==> src/rtl/msx_mouse_reader_if.sv <==
// Port-side bundle for the MSX mouse reader: requester controls and pins in, strobe and decoded report out.
interface msx_mouse_reader_if;
  logic       enable;
  logic       start;
  logic [5:0] pin_in;
  logic       strobe;
  logic       busy;
  logic       valid;
  logic [7:0] dx;
  logic [7:0] dy;
  logic [1:0] buttons;
  logic [9:0] pos_x;
  logic [9:0] pos_y;

  modport master (
    output enable, start, pin_in,
    input  strobe, busy, valid, dx, dy, buttons, pos_x, pos_y
  );

  modport slave (
    input  enable, start, pin_in,
    output strobe, busy, valid, dx, dy, buttons, pos_x, pos_y
  );
endinterface

==> src/rtl/msx_mouse_reader.sv <==
// MSX mouse initiator: four strobe toggles per read, one nibble sampled per toggle, report flagged by a one-cycle valid.
// Optional position accumulator enabled by MSX_MOUSE_READER_ACCUM_EN; valid lands 4*NIBBLE_WAIT+5 cycles after the start cycle.
module msx_mouse_reader #(
  parameter int NIBBLE_WAIT = 2100,
  parameter int GAP_CYCLES  = 420000
) (
  input logic               clk_sys,
  input logic               reset_n,
  msx_mouse_reader_if.slave bus
);

  localparam int CNT_MAX = (GAP_CYCLES > NIBBLE_WAIT) ? GAP_CYCLES : NIBBLE_WAIT;
  localparam int CW      = $clog2(CNT_MAX);
  localparam logic [CW-1:0] NIB_RELOAD = CW'(NIBBLE_WAIT - 1);
  localparam logic [CW-1:0] GAP_RELOAD = CW'(GAP_CYCLES - 1);

  typedef enum logic [1:0] {S_IDLE, S_SETTLE, S_CAPTURE, S_GAP} state_t;

  logic [1:0]    rst_sync_q;
  logic          rst_n;
  logic [5:0]    pin_meta_q;
  logic [5:0]    pin_sync_q;
  state_t        state_q;
  logic [CW-1:0] cnt_q;
  logic [1:0]    idx_q;
  logic [11:0]   nib_q;
  logic          strobe_q;
  logic          busy_q;
  logic          valid_q;
  logic [7:0]    dx_q;
  logic [7:0]    dy_q;
  logic [1:0]    buttons_q;

  // Reset asserts immediately but releases only on a clock edge.
  always_ff @(posedge clk_sys or negedge reset_n) begin
    if (!reset_n) rst_sync_q <= 2'b00;
    else          rst_sync_q <= {rst_sync_q[0], 1'b1};
  end
  assign rst_n = rst_sync_q[1];

  always_ff @(posedge clk_sys or negedge rst_n) begin
    if (!rst_n) begin
      pin_meta_q <= '1;
      pin_sync_q <= '1;
    end else begin
      pin_meta_q <= bus.pin_in;
      pin_sync_q <= pin_meta_q;
    end
  end

  always_ff @(posedge clk_sys or negedge rst_n) begin
    if (!rst_n) begin
      state_q   <= S_IDLE;
      cnt_q     <= '0;
      idx_q     <= '0;
      nib_q     <= '0;
      strobe_q  <= 1'b0;
      busy_q    <= 1'b0;
      valid_q   <= 1'b0;
      dx_q      <= '0;
      dy_q      <= '0;
      buttons_q <= '0;
    end else begin
      valid_q <= 1'b0;
      case (state_q)
        S_IDLE: begin
          if (bus.start || bus.enable) begin
            strobe_q <= ~strobe_q;
            cnt_q    <= NIB_RELOAD;
            idx_q    <= '0;
            busy_q   <= 1'b1;
            state_q  <= S_SETTLE;
          end
        end
        S_SETTLE: begin
          if (cnt_q == '0) state_q <= S_CAPTURE;
          else             cnt_q   <= cnt_q - CW'(1);
        end
        S_CAPTURE: begin
          // nib_q holds nibbles 0..2 oldest-first; the fourth comes straight from the pins.
          nib_q <= {nib_q[7:0], pin_sync_q[3:0]};
          if (idx_q != 2'd3) begin
            idx_q    <= idx_q + 2'd1;
            strobe_q <= ~strobe_q;
            cnt_q    <= NIB_RELOAD;
            state_q  <= S_SETTLE;
          end else begin
            dx_q      <= nib_q[11:4];
            dy_q      <= {nib_q[3:0], pin_sync_q[3:0]};
            buttons_q <= ~pin_sync_q[5:4];
            valid_q   <= 1'b1;
            cnt_q     <= GAP_RELOAD;
            state_q   <= S_GAP;
          end
        end
        S_GAP: begin
          if (cnt_q == '0) begin
            busy_q  <= 1'b0;
            state_q <= S_IDLE;
          end else begin
            cnt_q <= cnt_q - CW'(1);
          end
        end
        default: state_q <= S_IDLE;
      endcase
    end
  end

  assign bus.strobe  = strobe_q;
  assign bus.busy    = busy_q;
  assign bus.valid   = valid_q;
  assign bus.dx      = dx_q;
  assign bus.dy      = dy_q;
  assign bus.buttons = buttons_q;

`ifdef MSX_MOUSE_READER_ACCUM_EN
  logic [9:0] pos_x_q, pos_y_q;
  logic [9:0] pos_x_d, pos_y_d;

  function automatic logic [9:0] sat_add(input logic [9:0] pos, input logic [7:0] delta);
    logic signed [11:0] sum;
    sum = $signed({2'b00, pos}) + $signed({{4{delta[7]}}, delta});
    if (sum < 12'sd0)         sat_add = 10'd0;
    else if (sum > 12'sd1023) sat_add = 10'd1023;
    else                      sat_add = sum[9:0];
  endfunction

  always_comb begin
    pos_x_d = pos_x_q;
    pos_y_d = pos_y_q;
    if (valid_q) begin
      pos_x_d = sat_add(pos_x_q, dx_q);
      pos_y_d = sat_add(pos_y_q, dy_q);
    end
  end

  always_ff @(posedge clk_sys or negedge rst_n) begin
    if (!rst_n) begin
      pos_x_q <= 10'd512;
      pos_y_q <= 10'd512;
    end else begin
      pos_x_q <= pos_x_d;
      pos_y_q <= pos_y_d;
    end
  end

  assign bus.pos_x = pos_x_q;
  assign bus.pos_y = pos_y_q;
`else
  assign bus.pos_x = '0;
  assign bus.pos_y = '0;
`endif

endmodule
==> src/flat_wrapper.sv <==
// flat-port wrapper written by rule: the top's interface ports become plain ports
module msx_mouse_reader_flat 
#(
  parameter int NIBBLE_WAIT = 2100,
  parameter int GAP_CYCLES  = 420000
)
  (clk_sys, reset_n, bus_enable, bus_start, bus_pin_in, bus_strobe, bus_busy, bus_valid, bus_dx, bus_dy, bus_buttons, bus_pos_x, bus_pos_y);
  msx_mouse_reader_if bus_i ();
  input logic clk_sys;
  input logic reset_n;
  input wire logic [$bits(bus_i.enable)-1:0] bus_enable;
  input wire logic [$bits(bus_i.start)-1:0] bus_start;
  input wire logic [$bits(bus_i.pin_in)-1:0] bus_pin_in;
  output wire logic [$bits(bus_i.strobe)-1:0] bus_strobe;
  output wire logic [$bits(bus_i.busy)-1:0] bus_busy;
  output wire logic [$bits(bus_i.valid)-1:0] bus_valid;
  output wire logic [$bits(bus_i.dx)-1:0] bus_dx;
  output wire logic [$bits(bus_i.dy)-1:0] bus_dy;
  output wire logic [$bits(bus_i.buttons)-1:0] bus_buttons;
  output wire logic [$bits(bus_i.pos_x)-1:0] bus_pos_x;
  output wire logic [$bits(bus_i.pos_y)-1:0] bus_pos_y;
  assign bus_i.enable = bus_enable;
  assign bus_i.start = bus_start;
  assign bus_i.pin_in = bus_pin_in;
  assign bus_strobe = bus_i.strobe;
  assign bus_busy = bus_i.busy;
  assign bus_valid = bus_i.valid;
  assign bus_dx = bus_i.dx;
  assign bus_dy = bus_i.dy;
  assign bus_buttons = bus_i.buttons;
  assign bus_pos_x = bus_i.pos_x;
  assign bus_pos_y = bus_i.pos_y;
  msx_mouse_reader #(.NIBBLE_WAIT(NIBBLE_WAIT), .GAP_CYCLES(GAP_CYCLES)) u_core (.clk_sys(clk_sys), .reset_n(reset_n), .bus(bus_i));
endmodule
==> config.mk <==
export PLATFORM = sky130hd
export DESIGN_NAME = msx_mouse_reader_flat
export DESIGN_NICKNAME = d
export VERILOG_FILES = /design/src/rtl/msx_mouse_reader_if.sv /design/src/rtl/msx_mouse_reader.sv /design/src/flat_wrapper.sv
export SDC_FILE = /design/constraint.sdc
export NUM_CORES = 1
export LEC_CHECK = 0
export ABC_CLOCK_PERIOD_IN_PS = 3100
export CAP_MARGIN = 40
export CORE_AREA = 2 2 110 59
export DETAILED_ROUTE_END_ITERATION = 10
export DIE_AREA = 0 0 112 61
export PLACE_DENSITY = 0.87
export SKIP_CTS_REPAIR_TIMING = 1
export SYNTH_ARGS = -nofsm -noshare
export SYNTH_HDL_FRONTEND = slang
export SYNTH_SLANG_ARGS = --single-unit
==> constraint.sdc <==
create_clock -name clk_sys -period 3.1 [get_ports clk_sys]
set_input_delay 0.62 -clock clk_sys [delete_from_list [all_inputs] [get_ports clk_sys]]
set_output_delay 0.62 -clock clk_sys [all_outputs]
set_load 0.01 [all_outputs]
# Yosys cells after proc, flatten, opt, wreduce, memory -nomap -nowiden
# Index checks and enable logic that the tools add are counted.
# W data, S select, Z words.
# word_totals
regBits	70
in_bits	10
out_inout_bits	41
# classes
add_sub_neg	2
n_eq_ne	9
muxes	20
bitwise_logic	3
n_reduce_logical	11
# op_table
cell	count
$mux W19	3
$pmux W19 S3	1
$logic_not A19 Y1	1
$sub A19 B1 Y19 const B	1
$mux W2	6
$reduce_and A3 Y1	3
$ne A2 B1 Y1 const B	4
$pmux W2 S4	1
$mux W1	6
$eq A2 B2 Y1 const B	2
$ne A2 B2 Y1 const B	2
$pmux W1 S2	2
$pmux W2 S2	1
$reduce_and A2 Y1	2
$reduce_bool A2 Y1	2
$add A2 B1 Y2 const B	1
$eq A2 B1 Y1 const B	1
$logic_not A2 Y1	1
$not A1 Y1	2
$not A2 Y2	1
$reduce_or A2 Y1	1
$logic_or A1 B1 Y1	1

# Depth between registers and ports, before layout
# depth
depth_word	4
mapped_depth	9
mapped_depth_nobuf	7

# Least setup slack after synthesis
# No wires, ideal clock.
# synth_timing
kind	reg-to-reg
startpoint	reg u_core.cnt_q[0]
endpoint	reg u_core.cnt_q[4]
setup_time_ns	0.126
t_arrival_ns	2.053
setup_slack_ns	0.921
path_stages_with_launch	10
n_path_buf	2
period_less_slack_ns	2.179
path_cell_list	dfrtp_1 inv_1 ha_1 or3b_2 clkbuf_1 nor4_4 a31o_2 buf_6 a31oi_1 o32a_1
# synth_via
elab_chain_cells	3
# synth_lines
item	line	text
start: declaration	msx_mouse_reader.sv:24	logic [CW-1:0] cnt_q;
start signal: assignment	msx_mouse_reader.sv:77	else cnt_q <= cnt_q - CW'(1);
start signal: assignment	msx_mouse_reader.sv:101	cnt_q <= cnt_q - CW'(1);
$sub A19 B1 Y19 / $logic_not A19 Y1 (equally long branches)	n/a	
$mux W19 / $ne A2 B2 Y1 (equally long branches)	n/a	
$pmux W19 S3 / $reduce_and A2 Y1 (equally long branches)	n/a	
# Several ways; a longest one is shown, not always the timed one. The select of a mux whose other input is x is not followed.
# A chain may end at the register's enable or synchronous reset.

# Final worst setup path
# layout_timing
startpoint	reg u_core.cnt_q[16]
endpoint	reg u_core.state_q[1]
# layout_via
elab_chain_cells	3
# layout_lines
item	line	text
$logic_not A19 Y1 *	msx_mouse_reader.sv:76, msx_mouse_reader.sv:97	
$ne A2 B1 Y1 (no line)	n/a	
$reduce_and A3 Y1 (no line) *	n/a	
end signal: assignment	msx_mouse_reader.sv:76	if (cnt_q == '0) state_q <= S_CAPTURE;
end signal: assignment	msx_mouse_reader.sv:99	state_q <= S_IDLE;
end signal: assignment	msx_mouse_reader.sv:104	default: state_q <= S_IDLE;
end: declaration	msx_mouse_reader.sv:23	state_t state_q;
# Mark *: on every way between the ends. The rest lies on a longest branch, timed or not.

==> results.cfg <==
[layout]
final_layout_size_suffix_gt1_share_pct = 14.48
syn_to_final_growth_pct = 18.37
antenna_cells_inserted = 0
multi_input_comb_area_sq_mm = 0.001270
sequential_cell_area_sq_mm = 0.001768
layout.core_utilization_pct = 64.98
design.final.nets = 371
filler_cell_count = 440

[synthesis]
syn-instance-count = 320
synth_largest_area_cell = dfrtp_1
yosysSeqAreaShare_pct = 54.96
synth_enable_flop_cells = 0
postSynth.topFlopCell = dfrtp_1
post-synth-top-area-fraction_pct = 45.15
ys_top_cells_by_area = dfrtp_1, dfstp_2, nand2_1, buf_4, mux2_2
post_synth.cell_area_avg_sq_um = 10.04
netlist_area_sq_mm = 0.003214
synth-seq-cells = 70
synth.distinct_cells = 39
synth_async_sr_flop_share_pct = 100.0
ys.warnings.count = 0

[placed_design]
place.port_buffers = 30
gp_congestion = 0.9657
detailedPlacementHpwl_mm = 5.357
pre_cts_slack_ns = 0.5559

[sta]
rsz0062_at_grt = false
transition_time_at_the_pin_with_the_least_slew_margin_ns = 0.7699
report.final.setup_viol = 0
final_max_slew_violation_count = 0
finalCritPeriodShare_pct = 84.86
layout_setup_ws_ns = 0.4693
worst_clock_skew_ns = 0.007500
min_period_ns = 2.631
fin_setup_tns_ns = 0
finalHoldViolations = 0
worst_max_slew_margin_expressed_relative_to_the_limit_pct = 48.20
fmaxAchievable_mhz = 380.1

[clock_network]
h-tree-depth = 3
tritoncts = done
clock_sinks = 70
maximum_root_to_sink_buffer_count = 2
clk-insertion-delay-late_ns = 0.33
cts_made_buffers = 9
cts_root_buf = clkbuf_16
clkTransAtPathRegs_ns = 0.06

[floorplan]
fp.dieW_microns = 112
initial_utilization_pct = 54.89
design.die.area_sq_mm = 0.006832
design.portCount = 51
rows = 20
core_area_sq_mm = 0.005856
dieHeight_microns = 61

[setup_path]
crit_type = reg2reg
timing.critical_path.slowest_cell_delay_ns = 0.71
cp-end-kind = flop
worst-path-buf-inv = 0
cp_data_arrival_time_ns = 2.85
worstSetupStartpointType = flop
cp_data_required_time_ns = 3.32
worst_path_dominant_cell_family = compound AO/OA/AOI/OAI gates
worstPathMaxFanout = 5
rrSetupSlack_ns = 0.47
critical-path-slowest-cell = nor4_1
worstReg2RegEnd = u_core.state_q[1]
reg2reg_depth = 5
cp_cell_sequence = nor4_1 > nand3b_1 > o31ai_1 > a31oi_1 > a41o_1
critical_r2r_launch = u_core.cnt_q[16]

[grt]
number_of_global_route_vias_before_repair = 2485
maximum_number_of_pins_on_one_net_before_global_route_repair = 41
grt_pass1_wl_mm = 12.57
track_usage_pct = 24.98
globalRoute.totalOverflow = 0
number_of_antenna_violations_at_the_first_check_in_global_routing = 1

[routing]
avgRoutedWirePerCell_microns = 17.45
detail_route.iter0.violations = 310
routed-via-count = 2548
postRouteAntennaNets = 0
remaining_drc_errors = 0
wl_mm = 7.609
drt-vias-per-instance = 5.844
first_pass_iters = 5

[power]
vdd_drop_max_mv = 0.4510
switching_share_pct = 21.08
seqPwrFrac_pct = 49.8
netSwitchingPower_mw = 0.3960
p_leak_nw = 1.818
power_density_mw_per_mm2 = 493.8
cell_int_power_mw = 1.483
clock_power_share_pct = 47.9
power_frac_comb_pct = 2.3

[status]
status = complete, no violations

[min_path]
hold_path.class = reg2async

[job]
cap_viol_max_count = 0
## placed cells by master (no fill, tap or decap), types with 2 or more instances in the layout
cell type and instances:
or4_1 3, clkdlybuf4s50_1 30, clkinv_2 3, o41ai_1 4, nor3b_1 2, nand2_1 66, mux2_2 12, nor4_1 5
conb_1 21, nor2_1 17, nor3_1 11, o21ai_0 25, buf_4 8, ha_1 7, a31oi_1 7, clkbuf_16 9
or3b_2 2, inv_1 8, dfstp_2 12, clkbuf_1 3, a21oi_1 14, nand3_1 5, dfrtp_1 57, a22o_1 4
o31ai_1 6
## routing by layer
layer | up-vias | GRT usage, % | wire (microns)
li1 | 1142 | - | -
met1 | 1252 | 34.07 | 3400
met2 | 135 | 35.93 | 3198
met3 | 19 | 10.19 | 850
met4 | 0 | 10.98 | 159
met5 | - | 0 | 0
## Yosys cell counts, types with 2 or more instances
cell and count:
conb_1 2, clkbuf_1 12, a31oi_1 7, nor2_1 17, nor3_1 11, a21oi_1 14, nor4_1 5, o41ai_1 4
a22o_1 4, mux2_2 12, nand3_1 5, nand2_1 66, or3b_2 2, or4_1 3, ha_1 7, buf_4 21
dfstp_2 12, inv_1 8, dfrtp_1 58, nor3b_1 2, o21ai_0 25, o31ai_1 6
## cell families (layout without fill, tap and decap cells)
| family | after synthesis | in the layout | share of synthesized area (%) |
|---|---|---|---|
| fa+ha+maj | 7 | 7 | 2.725 |
| xor+xnor | 1 | 1 | 0.2725 |
| compound gates | 69 | 69 | 13.39 |
| buf+inv | 43 | 63 | 7.746 |
| flops | 70 | 70 | 54.96 |
| mux | 13 | 13 | 4.515 |
| other cells | 2 | 21 | 0.2336 |
| simple gates | 115 | 115 | 16.15 |
## stage by stage
| step | power [mW] | cell area [sq um] | cells | hold slack [ns] |
|---|---|---|---|---|
| 2_1_floorplan | 0.9892 | 3286 | 339 | 0.3244 |
| 3_3_place_gp | 0.9898 | 3525 | 419 | 0.3415 |
| 3_5_place_dp | 0.9938 | 3545 | 420 | 0.09912 |
| 4_1_cts | 1.885 | 3805 | 436 | 0.1025 |
| 5_1_grt | 1.936 | 3805 | 436 | 0.1110 |
| 6_report | 1.879 | 3805 | 436 | 0.1016 |
## worst max path at each step
stage	cells after the start	endpoint	start
5_1_grt	7	u_core.cnt_q[9]	u_core.state_q[0]
2_1_floorplan	9	u_core.cnt_q[4]	u_core.cnt_q[0]
3_5_place_dp	6	u_core.cnt_q[9]	bus_enable
4_1_cts	7	u_core.cnt_q[3]	u_core.cnt_q[0]
6_report	5	u_core.state_q[1]	u_core.cnt_q[16]
3_3_place_gp	6	u_core.cnt_q[9]	bus_start
## layout make-up
cell class / instances / area share (%)
clock inverter: 4 / 0.6248
timing repair buffer: 39 / 9.997
inverter: 8 / 0.7892
tap: 77 / 2.532
multi-input combinational: 226 / 33.38
sequential: 70 / 46.47
clock buffer: 12 / 6.215
## state kept, by name, indices dropped and copies added (netlist names), 6 cells and up
register and flops:
u_core.cnt_q 19, u_core.nib_q 12, u_core.bus.dx 8, u_core.bus.dy 8, u_core.pin_meta_q 6, u_core.pin_sync_q 6
## power by group through the flow
stage / combinational [mW] / clock [mW] / sequential, mW
3_5_place_dp: 0.0433 / 0 / 0.951
2_1_floorplan: 0.0294 / 0 / 0.960
6_report: 0.0427 / 0.901 / 0.935
5_1_grt: 0.0492 / 0.951 / 0.936
4_1_cts: 0.0435 / 0.906 / 0.935
3_3_place_gp: 0.0305 / 0 / 0.959
No activity file was read; power rests on OpenSTA's default activity.
